--- src/rtl/spi_master_shift_engine_if.sv ---
// ----------------------------------------------------------------------------
// spi_master_shift_engine_if
// Bundles everything the SPI shift engine exchanges with the outside world:
//   - word handshake    : tx_data/tx_valid/tx_ready, rx_data/rx_valid, busy
//   - transfer config   : cpol, cpha, lsb_first, clk_div, ss_sel
//   - SPI master pins   : sig_mi (in), sig_sclk_out, sig_n_sclk_en, sig_mo,
//                         sig_n_mo_en, sig_n_ss_out[3:0], sig_n_ss_en (out)
// Modports:
//   slave  - the engine's view (consumes words/config, drives the pins)
//   master - the register front-end / pad side view
// ----------------------------------------------------------------------------
interface spi_master_shift_engine_if #(
    parameter int DATA_W = 8,
    parameter int DIV_W  = 8
);
    logic [DATA_W-1:0] tx_data;
    logic              tx_valid;
    logic              tx_ready;
    logic              cpol;
    logic              cpha;
    logic              lsb_first;
    logic [DIV_W-1:0]  clk_div;
    logic [1:0]        ss_sel;
    logic [DATA_W-1:0] rx_data;
    logic              rx_valid;
    logic              busy;
    logic              sig_mi;
    logic              sig_sclk_out;
    logic              sig_n_sclk_en;
    logic              sig_mo;
    logic              sig_n_mo_en;
    logic [3:0]        sig_n_ss_out;
    logic              sig_n_ss_en;

    modport slave (
        input  tx_data, tx_valid, cpol, cpha, lsb_first, clk_div, ss_sel, sig_mi,
        output tx_ready, rx_data, rx_valid, busy,
               sig_sclk_out, sig_n_sclk_en, sig_mo, sig_n_mo_en, sig_n_ss_out, sig_n_ss_en
    );

    modport master (
        output tx_data, tx_valid, cpol, cpha, lsb_first, clk_div, ss_sel, sig_mi,
        input  tx_ready, rx_data, rx_valid, busy,
               sig_sclk_out, sig_n_sclk_en, sig_mo, sig_n_mo_en, sig_n_ss_out, sig_n_ss_en
    );
endinterface

--- src/rtl/spi_master_shift_engine.sv ---
// ----------------------------------------------------------------------------
// spi_master_shift_engine
// SPI master serialiser/deserialiser. Accepts one parallel word, generates a
// divided SCLK (CPOL/CPHA), drives one active-low slave select, shifts the word
// out on MOSI while capturing a word from MISO, then returns the received word
// with a one-cycle rx_valid pulse.
//
// Ports:
//   pclk       - system clock, everything on the rising edge
//   n_p_reset  - synchronous active-low reset
//   bus        - spi_master_shift_engine_if.slave (handshake, config, pins)
//
// Timing with H = clk_div+1, accept in cycle N:
//   SETUP  N+1 .. N+H                 SS/enables asserted, first bit on MOSI
//   SHIFT  2*DATA_W slots of H cycles, SCLK toggles at the end of each slot
//   HOLD   H cycles at SCLK idle level
//   IDLE   reached in N+1+H*(2*DATA_W+2) together with rx_valid
// ----------------------------------------------------------------------------
module spi_master_shift_engine #(
    parameter int DATA_W = 8,
    parameter int DIV_W  = 8
) (
    input  logic                        pclk,
    input  logic                        n_p_reset,
    spi_master_shift_engine_if.slave    bus
);

    localparam int                EDGE_W    = $clog2(2*DATA_W+1);
    localparam logic [EDGE_W-1:0] LAST_EDGE = EDGE_W'(2*DATA_W);
    localparam logic [EDGE_W-1:0] FIRST_EDGE = EDGE_W'(1);

    typedef enum logic [1:0] {IDLE, SETUP, SHIFT, HOLD} state_t;

    state_t             state_q;
    logic [DIV_W-1:0]   cnt_q;      // counts H-1 .. 0 within each slot
    logic [DIV_W-1:0]   div_q;
    logic [EDGE_W-1:0]  edge_q;     // SCLK toggles issued so far
    logic               cpol_q;
    logic               cpha_q;
    logic               lsb_q;
    logic [DATA_W-1:0]  tx_sr_q;    // bits still to be sent (current bit already on mo)
    logic [DATA_W-1:0]  rx_sr_q;

    logic               tx_ready_q;
    logic [DATA_W-1:0]  rx_data_q;
    logic               rx_valid_q;
    logic               busy_q;
    logic               sclk_q;
    logic               n_sclk_en_q;
    logic               mo_q;
    logic               n_mo_en_q;
    logic [3:0]         n_ss_out_q;
    logic               n_ss_en_q;

    logic [EDGE_W-1:0]  edge_d;
    logic               tx_bit_d;
    logic [DATA_W-1:0]  tx_sr_d;
    logic [DATA_W-1:0]  rx_sr_d;
    logic               sample_d;
    logic               advance_d;
    logic               first_bit_d;
    logic [DATA_W-1:0]  load_sr_d;
    logic [3:0]         ss_dec_d;

    always_comb begin
        edge_d      = edge_q + 1'b1;
        tx_bit_d    = lsb_q ? tx_sr_q[0] : tx_sr_q[DATA_W-1];
        tx_sr_d     = lsb_q ? (tx_sr_q >> 1) : (tx_sr_q << 1);
        rx_sr_d     = lsb_q ? {bus.sig_mi, rx_sr_q[DATA_W-1:1]}
                            : {rx_sr_q[DATA_W-2:0], bus.sig_mi};
        // Odd toggle numbers are leading edges. cpha picks which edge samples;
        // the other edge advances MOSI, except where that would run past the
        // word (first leading edge for cpha=1, last trailing edge for cpha=0).
        sample_d    = edge_d[0] ? !cpha_q : cpha_q;
        advance_d   = edge_d[0] ? (cpha_q && (edge_d != FIRST_EDGE))
                                : (!cpha_q && (edge_d != LAST_EDGE));
        first_bit_d = bus.lsb_first ? bus.tx_data[0] : bus.tx_data[DATA_W-1];
        load_sr_d   = bus.lsb_first ? (bus.tx_data >> 1) : (bus.tx_data << 1);
        ss_dec_d    = ~(4'b0001 << bus.ss_sel);
    end

    always_ff @(posedge pclk) begin
        if (!n_p_reset) begin
            state_q     <= IDLE;
            cnt_q       <= '0;
            div_q       <= '0;
            edge_q      <= '0;
            cpol_q      <= 1'b0;
            cpha_q      <= 1'b0;
            lsb_q       <= 1'b0;
            tx_sr_q     <= '0;
            rx_sr_q     <= '0;
            tx_ready_q  <= 1'b0;
            rx_data_q   <= '0;
            rx_valid_q  <= 1'b0;
            busy_q      <= 1'b0;
            sclk_q      <= 1'b0;
            n_sclk_en_q <= 1'b1;
            mo_q        <= 1'b0;
            n_mo_en_q   <= 1'b1;
            n_ss_out_q  <= 4'hF;
            n_ss_en_q   <= 1'b1;
        end else begin
            rx_valid_q <= 1'b0;
            case (state_q)
                IDLE: begin
                    tx_ready_q <= 1'b1;
                    sclk_q     <= bus.cpol;     // idle level tracks live cpol
                    if (bus.tx_valid && tx_ready_q) begin
                        state_q     <= SETUP;
                        tx_ready_q  <= 1'b0;
                        busy_q      <= 1'b1;
                        cnt_q       <= bus.clk_div;
                        div_q       <= bus.clk_div;
                        edge_q      <= '0;
                        cpol_q      <= bus.cpol;
                        cpha_q      <= bus.cpha;
                        lsb_q       <= bus.lsb_first;
                        tx_sr_q     <= load_sr_d;
                        rx_sr_q     <= '0;
                        mo_q        <= first_bit_d;
                        n_ss_out_q  <= ss_dec_d;
                        n_ss_en_q   <= 1'b0;
                        n_sclk_en_q <= 1'b0;
                        n_mo_en_q   <= 1'b0;
                    end
                end
                SETUP: begin
                    if (cnt_q == '0) begin
                        state_q <= SHIFT;
                        cnt_q   <= div_q;
                    end else begin
                        cnt_q <= cnt_q - 1'b1;
                    end
                end
                SHIFT: begin
                    if (cnt_q == '0) begin
                        cnt_q  <= div_q;
                        edge_q <= edge_d;
                        sclk_q <= ~sclk_q;
                        if (sample_d) begin
                            rx_sr_q <= rx_sr_d;
                        end
                        if (advance_d) begin
                            mo_q    <= tx_bit_d;
                            tx_sr_q <= tx_sr_d;
                        end
                        if (edge_d == LAST_EDGE) begin
                            state_q <= HOLD;
                        end
                    end else begin
                        cnt_q <= cnt_q - 1'b1;
                    end
                end
                HOLD: begin
                    sclk_q <= cpol_q;
                    if (cnt_q == '0) begin
                        state_q     <= IDLE;
                        rx_valid_q  <= 1'b1;
                        rx_data_q   <= rx_sr_q;
                        tx_ready_q  <= 1'b1;
                        busy_q      <= 1'b0;
                        sclk_q      <= bus.cpol;
                        n_ss_out_q  <= 4'hF;
                        n_ss_en_q   <= 1'b1;
                        n_sclk_en_q <= 1'b1;
                        n_mo_en_q   <= 1'b1;
                    end else begin
                        cnt_q <= cnt_q - 1'b1;
                    end
                end
                default: state_q <= IDLE;
            endcase
        end
    end

    assign bus.tx_ready      = tx_ready_q;
    assign bus.rx_data       = rx_data_q;
    assign bus.rx_valid      = rx_valid_q;
    assign bus.busy          = busy_q;
    assign bus.sig_sclk_out  = sclk_q;
    assign bus.sig_n_sclk_en = n_sclk_en_q;
    assign bus.sig_mo        = mo_q;
    assign bus.sig_n_mo_en   = n_mo_en_q;
    assign bus.sig_n_ss_out  = n_ss_out_q;
    assign bus.sig_n_ss_en   = n_ss_en_q;

endmodule

--- src/flat_wrapper.sv ---
// flat-port wrapper written by rule: the top's interface ports become plain ports
module spi_master_shift_engine_flat 
#(
    parameter int DATA_W = 8,
    parameter int DIV_W  = 8
)
  (pclk, n_p_reset, bus_tx_data, bus_tx_valid, bus_cpol, bus_cpha, bus_lsb_first, bus_clk_div, bus_ss_sel, bus_sig_mi, bus_tx_ready, bus_rx_data, bus_rx_valid, bus_busy, bus_sig_sclk_out, bus_sig_n_sclk_en, bus_sig_mo, bus_sig_n_mo_en, bus_sig_n_ss_out, bus_sig_n_ss_en);
  spi_master_shift_engine_if #(.DATA_W(DATA_W), .DIV_W(DIV_W)) bus_i ();
  input  logic pclk;
  input  logic n_p_reset;
  input wire logic [$bits(bus_i.tx_data)-1:0] bus_tx_data;
  input wire logic [$bits(bus_i.tx_valid)-1:0] bus_tx_valid;
  input wire logic [$bits(bus_i.cpol)-1:0] bus_cpol;
  input wire logic [$bits(bus_i.cpha)-1:0] bus_cpha;
  input wire logic [$bits(bus_i.lsb_first)-1:0] bus_lsb_first;
  input wire logic [$bits(bus_i.clk_div)-1:0] bus_clk_div;
  input wire logic [$bits(bus_i.ss_sel)-1:0] bus_ss_sel;
  input wire logic [$bits(bus_i.sig_mi)-1:0] bus_sig_mi;
  output wire logic [$bits(bus_i.tx_ready)-1:0] bus_tx_ready;
  output wire logic [$bits(bus_i.rx_data)-1:0] bus_rx_data;
  output wire logic [$bits(bus_i.rx_valid)-1:0] bus_rx_valid;
  output wire logic [$bits(bus_i.busy)-1:0] bus_busy;
  output wire logic [$bits(bus_i.sig_sclk_out)-1:0] bus_sig_sclk_out;
  output wire logic [$bits(bus_i.sig_n_sclk_en)-1:0] bus_sig_n_sclk_en;
  output wire logic [$bits(bus_i.sig_mo)-1:0] bus_sig_mo;
  output wire logic [$bits(bus_i.sig_n_mo_en)-1:0] bus_sig_n_mo_en;
  output wire logic [$bits(bus_i.sig_n_ss_out)-1:0] bus_sig_n_ss_out;
  output wire logic [$bits(bus_i.sig_n_ss_en)-1:0] bus_sig_n_ss_en;
  assign bus_i.tx_data = bus_tx_data;
  assign bus_i.tx_valid = bus_tx_valid;
  assign bus_i.cpol = bus_cpol;
  assign bus_i.cpha = bus_cpha;
  assign bus_i.lsb_first = bus_lsb_first;
  assign bus_i.clk_div = bus_clk_div;
  assign bus_i.ss_sel = bus_ss_sel;
  assign bus_i.sig_mi = bus_sig_mi;
  assign bus_tx_ready = bus_i.tx_ready;
  assign bus_rx_data = bus_i.rx_data;
  assign bus_rx_valid = bus_i.rx_valid;
  assign bus_busy = bus_i.busy;
  assign bus_sig_sclk_out = bus_i.sig_sclk_out;
  assign bus_sig_n_sclk_en = bus_i.sig_n_sclk_en;
  assign bus_sig_mo = bus_i.sig_mo;
  assign bus_sig_n_mo_en = bus_i.sig_n_mo_en;
  assign bus_sig_n_ss_out = bus_i.sig_n_ss_out;
  assign bus_sig_n_ss_en = bus_i.sig_n_ss_en;
  spi_master_shift_engine #(.DATA_W(DATA_W), .DIV_W(DIV_W)) u_core (.pclk(pclk), .n_p_reset(n_p_reset), .bus(bus_i));
endmodule
--- config.mk ---
export PLATFORM = sky130hd
export DESIGN_NAME = spi_master_shift_engine_flat
export DESIGN_NICKNAME = d
export VERILOG_FILES = /design/src/rtl/spi_master_shift_engine_if.sv /design/src/rtl/spi_master_shift_engine.sv /design/src/flat_wrapper.sv
export SDC_FILE = /design/constraint.sdc
export NUM_CORES = 1
export LEC_CHECK = 0
export CAP_MARGIN = 20
export CORE_ASPECT_RATIO = 1.4
export CORE_MARGIN = 5
export CORE_UTILIZATION = 40
export CTS_BUF_LIST = sky130_fd_sc_hd__clkbuf_8
export DETAILED_ROUTE_END_ITERATION = 7
export GPL_TIMING_DRIVEN = 0
export PLACE_DENSITY = 0.58
export RECOVER_POWER = 25
export SLEW_MARGIN = 20
export SYNTH_ARGS = -nofsm -noshare
export SYNTH_HDL_FRONTEND = slang
export SYNTH_SLANG_ARGS = --single-unit
export TNS_END_PERCENT = 1
--- constraint.sdc ---
create_clock -name pclk -period 5.21 [get_ports pclk]
set_input_delay 0.7815 -clock pclk [delete_from_list [all_inputs] [get_ports pclk]]
set_output_delay 0.7815 -clock pclk [all_outputs]
set_load 0.01 [all_outputs]
# Word level (Yosys, flattened, before mapping)
# Cells that the tools add are included.
[word_totals]
inputBits = 25
word_cells = 104
reg_bits = 60
output_inout_bits = 20
[op_classes]
n_reduce_logical = 21
n_addsub = 2
mux = 47
eq_ne = 14
shift = 1
bitwise = 2
[op_table]
columns = ["cell", "count"]
rows = [
  ["two-way mux 8 bit", 12],
  ["one-hot mux 8 bit (2 select lines)", 2],
  ["one-hot mux 8 bit (3 select lines)", 1],
  ["two-way mux 1 bit", 15],
  ["!= test 2 x 1 -> 1 bit, second input constant", 7],
  ["AND reduction 2 bit", 6],
  ["two-way mux 2 bit", 5],
  ["two-way mux 5 bit", 2],
  ["one-hot mux 5 bit (2 select lines)", 1],
  ["zero test 8 bit", 1],
  ["two-way mux 4 bit", 2],
  ["one-hot mux 1 bit (2 select lines)", 4],
  ["one-hot mux 2 bit (4 select lines)", 1],
  ["one-hot mux 4 bit (2 select lines)", 1],
  ["AND reduction 4 bit", 2],
  ["subtractor 8 x 1 -> 8 bit, second input constant", 1],
  ["AND reduction 3 bit", 2],
  ["adder 5 x 1 -> 5 bit, second input constant", 1],
  ["equality test 5 bit, second input constant", 1],
  ["!= test 5 x 1 -> 1 bit, second input constant", 1],
  ["!= test 5 bit, second input constant", 1],
  ["AND reduction 5 bit", 1],
  ["equality test 2 bit, second input constant", 2],
  ["inverter 4 bit", 1],
  ["other kinds (11)", 14],
]

# Depth between registers and ports, before layout
[depth]
ltp_word = 7
ltp_mapped = 9
mapped_depth_nobuf = 7

# Least setup slack after synthesis
# Ideal clock, no wire load.
[synth_timing]
path_kind = "register to register"
startpoint = "reg u_core.cnt_q[0]"
endpoint = "reg u_core.mo_q, in the netlist u_core.bus.sig_mo"
setup_time_ps = 125
stages_incl_launch_ff = 9
slack_ps = 3194
arrival_ps = 1891
required_time_ps = 5085
path_cell_list = "dfxtp_1 inv_1 ha_1 nor3b_1 nand3_1 a21oi_1 o21ai_0 buf_2 mux2i_1"
[synth_via]
elab_chain_len = 3
[synth_lines]
columns = ["item", "line", "text"]
rows = [
  ["from (decl)", "spi_master_shift_engine.sv:35", "logic [DIV_W-1:0] cnt_q;"],
  ["from (signal assigned)", "spi_master_shift_engine.sv:113", "cnt_q <= bus.clk_div;"],
  ["from (signal assigned)", "spi_master_shift_engine.sv:131", "cnt_q <= div_q;"],
  ["from (signal assigned)", "spi_master_shift_engine.sv:133", "cnt_q <= cnt_q - 1'b1;"],
  ["zero test 8 bit", "spi_master_shift_engine.sv:137", "if (cnt_q == '0) begin"],
  ["!= test 2 x 1 -> 1 bit (no line)", "--", ""],
  ["AND reduction 4 bit (no line)", "--", ""],
  ["to (signal assigned)", "spi_master_shift_engine.sv:121", "mo_q <= first_bit_d;"],
  ["to (signal assigned)", "spi_master_shift_engine.sv:145", "mo_q <= tx_bit_d;"],
  ["to (decl)", "spi_master_shift_engine.sv:50", "logic mo_q;"],
]
# No other way between the ends.
# A chain may end at the register's enable or synchronous reset.

# Final worst setup path
[layout_timing]
startpoint = "reg u_core.cnt_q[0]"
endpoint = "reg u_core.tx_sr_q[1]"
[layout_via]
elab_chain_len = 3
[layout_lines]
columns = ["item", "line", "text"]
rows = [
  ["zero test 8 bit", "spi_master_shift_engine.sv:137", ""],
  ["!= test 2 x 1 -> 1 bit (no line)", "--", ""],
  ["AND reduction 4 bit (no line)", "--", ""],
  ["to (signal assigned)", "spi_master_shift_engine.sv:119", "tx_sr_q <= load_sr_d;"],
  ["to (signal assigned)", "spi_master_shift_engine.sv:146", "tx_sr_q <= tx_sr_d;"],
  ["to (decl)", "spi_master_shift_engine.sv:41", "logic [DATA_W-1:0] tx_sr_q;"],
]
# No other way between the ends.

==> flow_summary.yaml <==
floorplan:
  fp-row-count: 39
  num_io_pins: 45
  die_h_um: 117
  dieArea_um2: 10200
  core_area_um2: 8100
  start_util: 0.406
  die_w_um: 86.7
flow_run:
  maxCapViolCount: 0
detailed_routing:
  routed_wl_mm: 8.97
  antenna_left: 0
  first_pass_iters: 5
  num_vias: 3041
  dr_wl_met2_mm: 4.49
  met1_length_mm: 3.85
  routedWlPerCell_um: 15.8
  drtIter0Drc: 202
  routed-wl-met3_um: 407
  top_layer: "met4"
  vias_per_cell: 5.34
  drc: 0
yosys:
  avgSynthCellArea_um2: 8.05
  ys_ff_latch: 60
  synth_warnings: 0
  yosysTopAreaCell: "dfxtp_1"
  synth_area_um2: 3290
  ys.flop_type: "dfxtp_1"
  ys_async_sr_fraction: 0
  yosysSeqAreaShare: 0.365
  synth-edff-count: 0
  synthTopCellsByArea: "dfxtp_1, nand2_1, mux2i_1"
  synth_top_area_share: 0.365
  yosysUniqueCellTypes: 46
  synth_fp_nets: 443
  synth_cells: 409
pwr:
  swShare: 0.433
  power.internal_mw: 1.28
  powerDensity_nw_per_um2: 553
  seqPwrFrac: 0.290
  p_clk_frac: 0.221
  power_frac_comb: 0.489
  p_leak_nw: 1.52
  power.switching_mw: 0.977
  peakVddDrop_v: 0.000250
timing:
  setup_slack_ns: 2.39
  slew_headroom: 0.461
  finClkSkew_ns: 0.00558
  worstMarginPinSlew_ns: 0.807
  setup_tns_ns: 0
  period_share: 0.542
  finalMaxSlewViolations: 0
  final-hold-violation-count: 0
  whs_ns: 0.453
  setup_viol: 0
  fmax_ghz: 0.354
  rsz0062_at_grt: "no"
  fin_crit_ns: 2.82
setup_path:
  cp.arrival_ns: 3.05
  critPathMaxFanout: 9
  path_buf_inv: 2
  reg2reg_depth: 8
  cp.required_ns: 5.44
  slowest_stage: "nor3b_1"
  cp_cell_sequence: "inv_1 -> ha_1 -> nor3b_1 -> nand3_1 -> a21oi_1 -> o21ai_0 -> buf_2 -> mux2i_1"
  cp-end-kind: "register"
  reg2reg_from: "u_core.cnt_q[0]"
  start_kind: "register"
  crit_type: "reg2reg"
  critical-path-top-delay-family: "simple AND/OR/NAND/NOR gates"
  timing.rr.end: "u_core.tx_sr_q[1]"
  r2r_setup_slack_ns: 2.39
  slowest_delay_ns: 0.69
finish:
  layout-drive-gt1-share: 0.0814
  final_common_cell: "nand2_1"
  nNetsFinal: 496
  layout_common_cells: "nand2_1, dfxtp_1, a21oi_1"
  n_antenna_cell: 0
  finalCoreUtilization: 0.503
  syn2layout_area_growth_pct: 23.8
clocking:
  cts-htree-levels: 3
  clk_pin_slew_ns: 0.07
  ctsHoldBuffers: 0
  ctsResizeCount: 0
  post-cts-setup-buffers: 0
  numCtsBuffers: 9
  clk_latency_ns: 0.35
  cts_buffer_depth: 2
  cts_tree: "done"
  clock_sinks: 60
  cts-root-buf: "clkbuf_8"
global_routing:
  grt_pass1_wl_mm: 15.2
  grtUsageTotal: 0.187
  grt.overflow.total: 0
  grt_pass1_vias: 3050
  antenna_found_initial: 0
  grt_max_degree: 12
min_path:
  worstHoldPathCells: 2
  hp-class: "reg2reg"
  hold_end: "u_core.bus.rx_data[4]"
  min_from: "u_core.bus.rx_data[4]"
placed_design:
  dp_slack_ns: 2.41
  portBuffers: 42
  dp_hpwl_mm: 6.39
  place.gp.congestion: 0.900
outcome:
  outcome: "finished, final reports clean"
final cells by class:
class                           count  area [um2]
Buffer                             27         111
Clock buffer                       11         151
Clock inverter                      5        83.8
Fill cell                         861        4030
Inverter                           12        45.0
Multi-Input combinational cell    310        1930
Sequential cell                    60        1200
Tap cell                          102         128
Timing Repair Buffer               42         420
how the worst max path moves through the flow:
stage | start | to | slack [ns] | depth (start not counted)
after CTS | u_core.cnt_q[0] | u_core.tx_sr_q[1] | 2.47 | 8
after global routing | u_core.cnt_q[0] | u_core.tx_sr_q[1] | 2.08 | 8
after detailed placement | bus_tx_valid | u_core.tx_sr_q[1] | 2.41 | 6
after global placement | bus_tx_valid | u_core.tx_sr_q[1] | 2.46 | 6
final | u_core.cnt_q[0] | u_core.tx_sr_q[1] | 2.39 | 8
after floorplan | u_core.cnt_q[0] | u_core.bus.sig_mo | 3.19 | 8
per-layer routing:
metal	vias to the layer above	GRT usage
li1	1538	-
met1	1422	0.230
met2	67	0.309
met3	14	0.0386
met4	0	0.0828
met5	-	0
per-stage QoR:
| stage | std cells | area [um2] | power, mW |
|---|---|---|---|
| final | 569 | 4070 | 2.25 |
| after global routing | 569 | 4070 | 2.42 |
| after CTS | 569 | 4070 | 2.27 |
| after detailed placement | 553 | 3840 | 1.76 |
| after global placement | 553 | 3840 | 1.75 |
| after floorplan | 409 | 3290 | 1.46 |
cells in the mapped netlist, types with 4 or more instances:
master and number:
nor3_1 4, nand2_1 92, inv_1 12, nor2_1 15, a31oi_1 5, nand3_1 29, mux2i_1 32, o21a_1 4
o21ai_0 25, dfxtp_1 60, a21oi_1 33, ha_1 9, clkbuf_1 20, mux2_2 9, xnor2_1 5
registers in the layout (all words and copies together) (netlist names), 2 cells and up:
| signal | flops |
|---|---|
| u_core.state_q | 2 |
| u_core.tx_sr_q | 8 |
| u_core.bus.sig_n_ss_out | 4 |
| u_core.edge_q | 5 |
| u_core.rx_sr_q | 8 |
| u_core.div_q | 8 |
| u_core.bus.rx_data | 8 |
| u_core.cnt_q | 8 |
cell families after synthesis:
kind of cell / after synthesis / synth area share
AOI/OAI and AO/OA: 93 / 0.177
and+or+nand+nor: 162 / 0.235
adders and majority gates: 9 / 0.0342
xor gates and xnor gates: 5 / 0.0133
muxes: 41 / 0.128
DFF: 60 / 0.365
buffers and inverters: 39 / 0.0479
worst reg2reg max path, delay by kind of cell, from the launching register on:
kind / cells / cell delay [ns]
AO/OA/AOI/OAI: 2 / 0.69
buffers and inverters: 2 / 0.40
AND/OR/NAND/NOR: 2 / 0.87
adder cells (fa/ha/maj): 1 / 0.24
flip-flops: 1 / 0.35
multiplexers: 1 / 0.16
power groups by stage:
stage	Clock, mW	Sequential, mW	Combinational (mW)
finish	0.498	0.654	1.10
global route	0.528	0.672	1.22
CTS	0.510	0.654	1.11
detailed placement	0	0.663	1.10
global placement	0	0.660	1.09
floorplan	0	0.646	0.811
Power figures use the tool's default switching activity.
